`src/rtl/calendar_counter.sv`:
```
// Time-of-day and date counter (2000-2099) advanced by a one-second tick, with validated synchronous load.
// Latency: one cycle from S_F or SET_EN to registered outputs; the whole carry chain resolves in that cycle.
// Backpressure: none; every tick and every load is acted on in the cycle it arrives.
module calendar_counter (
    input  logic       SYS_CLK,
    input  logic       SYS_RST_N,
    input  logic       S_F,
    input  logic       SET_EN,
    input  logic [5:0] SET_SEC,
    input  logic [5:0] SET_MIN,
    input  logic [4:0] SET_HOUR,
    input  logic [4:0] SET_DAY,
    input  logic [3:0] SET_MON,
    input  logic [6:0] SET_YEAR,
    input  logic [2:0] SET_WDAY,
    output logic [5:0] SEC,
    output logic [5:0] MIN,
    output logic [4:0] HOUR,
    output logic [4:0] DAY,
    output logic [3:0] MON,
    output logic [6:0] YEAR,
    output logic [2:0] WDAY,
    output logic       MIN_F,
    output logic       HOUR_F,
    output logic       DAY_F,
    output logic       SET_ERR
);

    // Every year 2000-2099 divisible by 4 is a leap year, so only the low two bits matter.
    function automatic logic [4:0] month_len(input logic [3:0] mon, input logic [1:0] yr_lo);
        case (mon)
            4'd4, 4'd6, 4'd9, 4'd11: month_len = 5'd30;
            4'd2:                    month_len = (yr_lo == 2'd0) ? 5'd29 : 5'd28;
            default:                 month_len = 5'd31;
        endcase
    endfunction

    logic [4:0] cur_len;
    logic [4:0] set_len;
    logic       set_ok;
    logic       sec_wrap, min_wrap, hour_wrap, day_wrap, mon_wrap;

    always_comb begin
        cur_len = month_len(MON, YEAR[1:0]);
        set_len = month_len(SET_MON, SET_YEAR[1:0]);
        set_ok  = (SET_SEC <= 6'd59) && (SET_MIN <= 6'd59) && (SET_HOUR <= 5'd23) &&
                  (SET_MON >= 4'd1) && (SET_MON <= 4'd12) && (SET_YEAR <= 7'd99) &&
                  (SET_WDAY <= 3'd6) && (SET_DAY >= 5'd1) && (SET_DAY <= set_len);
    end

    assign sec_wrap  = (SEC == 6'd59);
    assign min_wrap  = sec_wrap  && (MIN == 6'd59);
    assign hour_wrap = min_wrap  && (HOUR == 5'd23);
    assign day_wrap  = hour_wrap && (DAY >= cur_len);
    assign mon_wrap  = day_wrap  && (MON == 4'd12);

    always_ff @(posedge SYS_CLK) begin
        if (!SYS_RST_N) begin
            SEC     <= 6'd0;
            MIN     <= 6'd0;
            HOUR    <= 5'd0;
            DAY     <= 5'd1;
            MON     <= 4'd1;
            YEAR    <= 7'd0;
            WDAY    <= 3'd6;
            MIN_F   <= 1'b0;
            HOUR_F  <= 1'b0;
            DAY_F   <= 1'b0;
            SET_ERR <= 1'b0;
        end else begin
            MIN_F   <= 1'b0;
            HOUR_F  <= 1'b0;
            DAY_F   <= 1'b0;
            SET_ERR <= 1'b0;
            // A tick arriving with a load is dropped, whether the load is accepted or not.
            if (SET_EN) begin
                if (set_ok) begin
                    SEC  <= SET_SEC;
                    MIN  <= SET_MIN;
                    HOUR <= SET_HOUR;
                    DAY  <= SET_DAY;
                    MON  <= SET_MON;
                    YEAR <= SET_YEAR;
                    WDAY <= SET_WDAY;
                end else begin
                    SET_ERR <= 1'b1;
                end
            end else if (S_F) begin
                SEC <= sec_wrap ? 6'd0 : SEC + 6'd1;
                if (sec_wrap) begin
                    MIN_F <= 1'b1;
                    MIN   <= min_wrap ? 6'd0 : MIN + 6'd1;
                end
                if (min_wrap) begin
                    HOUR_F <= 1'b1;
                    HOUR   <= hour_wrap ? 5'd0 : HOUR + 5'd1;
                end
                if (hour_wrap) begin
                    DAY_F <= 1'b1;
                    DAY   <= day_wrap ? 5'd1 : DAY + 5'd1;
                    WDAY  <= (WDAY == 3'd6) ? 3'd0 : WDAY + 3'd1;
                end
                if (day_wrap) begin
                    MON <= mon_wrap ? 4'd1 : MON + 4'd1;
                end
                if (mon_wrap) begin
                    YEAR <= (YEAR == 7'd99) ? 7'd0 : YEAR + 7'd1;
                end
            end
        end
    end

endmodule
```
`config.mk`:
```
export PLATFORM = sky130hd
export DESIGN_NAME = calendar_counter
export DESIGN_NICKNAME = d
export VERILOG_FILES = /design/src/rtl/calendar_counter.sv
export SDC_FILE = /design/constraint.sdc
export NUM_CORES = 1
export LEC_CHECK = 0
export CAP_MARGIN = 20
export CELL_PAD_IN_SITES_DETAIL_PLACEMENT = 1
export CELL_PAD_IN_SITES_GLOBAL_PLACEMENT = 2
export CORE_ASPECT_RATIO = 0.8
export CORE_MARGIN = 2
export CORE_UTILIZATION = 29
export CTS_BUF_LIST = sky130_fd_sc_hd__clkbuf_4 sky130_fd_sc_hd__clkbuf_8 sky130_fd_sc_hd__clkbuf_16
export CTS_CLUSTER_SIZE = 28
export DETAILED_ROUTE_END_ITERATION = 6
export GPL_TIMING_DRIVEN = 0
export PLACE_DENSITY_LB_ADDON = 0.15
export SKIP_CTS_REPAIR_TIMING = 1
export SYNTH_ARGS = -nofsm -noshare
export SYNTH_HDL_FRONTEND = slang
export SYNTH_SLANG_ARGS = --single-unit
```
`constraint.sdc`:
```
create_clock -name SYS_CLK -period 7.4 [get_ports SYS_CLK]
set_clock_uncertainty 0.15 [all_clocks]
set_input_delay 1.48 -clock SYS_CLK [delete_from_list [all_inputs] [get_ports SYS_CLK]]
set_output_delay 1.48 -clock SYS_CLK [all_outputs]
set_load 0.05 [all_outputs]
```
==> flow_metrics.env <==
export IMPL_rsz0062_at_grt="no"
export IMPL_power_total_uw=670
export IMPL_final_core_util_pct=41.7
export IMPL_cts_sinks=40
export IMPL_critical_path_s_largest_stage_delay_ns=0.69
export IMPL_global_route_wire_length_before_repair_mm=16.4
export IMPL_hold_path_cell_count=2
export IMPL_drt_drc_violations_left=0
export IMPL_via_per_inst=5.46
export IMPL_ios=80
export IMPL_number_of_antenna_violations_at_the_first_check_in_global_routing=0
export IMPL_drt_total_wl_mm=10.2
export IMPL_crit_path_cell_trace="clkdlybuf4s50_1 -> o21ai_0 -> a211oi_1 -> a31oi_1 -> ha_1 -> a221oi_1 -> nor4_4 -> a22oi_2 -> buf_6 -> a211oi_2 -> a211oi_2"
export IMPL_num_vias=2963
export IMPL_cts_buffer_depth=2
export IMPL_detail_route_antenna_nets=0
export IMPL_reg2regPathDepth=13
export IMPL_place_gp_congestion=0.838
export IMPL_critPathCaptureType="flop"
export IMPL_critPathKind="in2reg"
export IMPL_cellPowerDensity_nw_per_um2=178
export IMPL_max_cap_viol_count=0
export IMPL_placed_area_sq_um=3620
export IMPL_synth_edf_count=0
export IMPL_timing_worst_slew_pin_value_ns=0.720
export IMPL_fmax_mhz=227
export IMPL_pin_count_of_the_biggest_net_entering_global_routing=13
export IMPL_final_cell_area_sq_um=3770
export IMPL_antennaDiodeCount=0
export IMPL_drt_pre_antenna_iters=4
export IMPL_std_cell_rows=31
export IMPL_drt_first_iter_violations=130
export IMPL_overall_die_height_microns=90.1
export IMPL_internal_power_uw=441
export IMPL_synth_seq_area_share_pct=29.8
export IMPL_yosys_warnings=0
export IMPL_count_of_cell_instances_traversed_by_the_critical_path=11
export IMPL_p_clk_share_pct=33.4
export IMPL_power_switching_fraction_pct=34.1
export IMPL_finalWorstPathRequiredPeriod_ns=4.40
export IMPL_timing_final_max_slew_violations=0
export IMPL_switchingPower_uw=229
export IMPL_hold_class="reg2reg"
export IMPL_cts_reportedPaths_clkPinSlew_ns=0.06
export IMPL_clk_latency_ns=0.29
export IMPL_global_route_overflow_total=0
export IMPL_detailedPlacementHpwl_mm=7.78
export IMPL_netlist_area_sq_um=2690
export IMPL_slew_limit_headroom_pct=51.6
export IMPL_static_leakage_power_uw=0.00142
export IMPL_cts_buffers_inserted=5
export IMPL_combinational_share_of_power_pct=29.6
export IMPL_synthToLayoutAreaGrowth_pct=40.3
export IMPL_setup_viol_count_final=0
export IMPL_netlist_instances=341
export IMPL_async_reset_ff_share_pct=0
export IMPL_layoutNonFillerInstCount=543
export IMPL_cp_buffers_inverters=2
export IMPL_result_of_the_run="complete, no violations"
export IMPL_final_nets=481
export IMPL_critical_path_slowest_cell="nor4_4"
export IMPL_critical_path_max_fanout=10
export IMPL_ys_seq_elements=40
export IMPL_worstPathArrival_ns=4.40
export IMPL_critical_path_startpoint_type="input port"
export IMPL_setup_tns_ns=0
export IMPL_top_cell_family_by_delay_on_the_critical_path="compound AO/OA/AOI/OAI gates"
export IMPL_via_count_of_the_first_global_routing_pass=2950
export IMPL_period_share_pct=59.5
export IMPL_core_region_area_sq_um=9040
export IMPL_floorplan_die_area_sq_um=10100
export IMPL_initial_utilization_pct=29.7
export IMPL_clock_tree_from_tritoncts="built"
export IMPL_avgRoutedWirePerCell_microns=18.8
export IMPL_syn_mean_instance_area_sq_um=7.88
export IMPL_post_route_cells_drive_above_1_share_pct=6.31
export IMPL_syn_nets=395
export IMPL_global_route_usage_sum_pct=20.3
export IMPL_htree_num_levels=2
export IMPL_share_seq_of_total_power_pct=37.0
export IMPL_port_buffers=79
export IMPL_finalHoldViolations=0
export IMPL_cell_at_the_root_of_the_clock_tree="clkbuf_16"
export IMPL_floorplan_die_width_microns=112
export IMPL_ir_drop_mv=0.0900
export IMPL_critPathRequiredTime_ns=7.39
export IMPL_postSynth_topFlopCell="dfxtp_1"
export IMPL_dp_cells=535
export IMPL_post_synth_num_cell_types=57
export IMPL_path_common_cell="a211oi_2"
-- cells in the final DEF, fill, tap and decap left out, types with 4 or more instances in the layout --
cell type        count
nor2_1              33
nand2_1             39
clkbuf_1            11
a21oi_1             18
o31ai_1              9
nand3_1             21
o21ai_1              4
dfxtp_1             40
a22o_1               6
clkbuf_16            5
inv_1               18
o21ai_0             10
nor3_1              12
o22ai_1              4
a221oi_1             4
mux2i_1              6
nand2b_1             5
a211oi_1            13
a211oi_2             4
a22oi_1              4
clkdlybuf4s50_1     79
ha_1                14
-- synth_stat cells (all sizes together), types with 4 or more instances --
master | n | share of area, %
a22o | 6 | 2.0
mux2i | 6 | 2.2
buf | 5 | 1.3
a22oi | 7 | 2.8
nor3 | 12 | 2.2
nand3 | 21 | 3.9
nand2 | 39 | 5.4
dfxtp | 40 | 30
inv | 18 | 2.5
a21oi | 20 | 4.0
a221oi | 4 | 1.3
o21ai | 14 | 2.6
nor2 | 33 | 4.6
clkbuf | 11 | 1.5
o22ai | 4 | 0.93
ha | 14 | 6.5
a211oi | 17 | 5.5
o31ai | 9 | 2.5
nand2b | 5 | 1.2
-- final timing paths --
check	endpoint	startpoint	slack [ns]
worst max register to register	YEAR[4]	MON[0]	4.34
worst min register to register	YEAR[6]	YEAR[6]	0.36
worst min-delay path	YEAR[6]	YEAR[6]	0.36
worst max-delay path	DAY[1]	SET_MON[1]	3.00
-- power groups by stage --
stage                     sequential (uW)  clock [uW]  combinational (uW)
final                                 248         224                 198
after detailed placement              253           0                 198
after global routing                  251         240                 213
after global placement                252           0                 197
after floorplan                       295           0                74.4
after CTS                             248         232                 199
-- layout make-up --
type / instances / area [sq um]
fillers: 1111 / 5270
multi-input cells: 266 / 1740
flip-flops and latches: 40 / 801
repair buffers: 79 / 791
well taps: 115 / 144
clock buffers: 7 / 140
plain buffers: 16 / 76.3
inverters: 19 / 71.3
clock inverters: 1 / 8.76
-- registers in the layout, indices dropped and copies added (netlist names), 3 cells and up --
signal / count
DAY: 5
WDAY: 3
MON: 4
SEC: 6
MIN: 6
YEAR: 7
HOUR: 5
-- worst min-delay path, delay by kind of cell (launching register included) --
family / cells / cell delay (ns)
compound gates: 1 / 0.06
flops: 1 / 0.33
simple gates: 1 / 0.06
-- layer usage --
layer  GRT usage [%]  vias up  part of all wire (%)
li1                -     1442                     -
met5               0        -                     0
met1            29.7     1449                    50
met3            2.97        7                   3.9
met4            4.01        0                  0.74
met2            31.7       65                    45
-- stage by stage --
step	worst slack (ns)	hold slack (ns)
finish	3.00	0.356
global route	2.81	0.401
CTS	2.98	0.362
detailed placement	2.69	0.348
global placement	2.68	0.346
floorplan	3.69	0.544
-- cells by family after synthesis --
group                    synth area share (%)
AND/OR/NAND/NOR                          24.9
buffers and inverters                    5.49
adder cells (fa/ha/maj)                  6.52
AO/OA/AOI/OAI                            28.2
XOR/XNOR                                 1.63
multiplexers                             3.49
flip-flops                               29.8
Note: power is estimated with default switching activity, not from simulation.
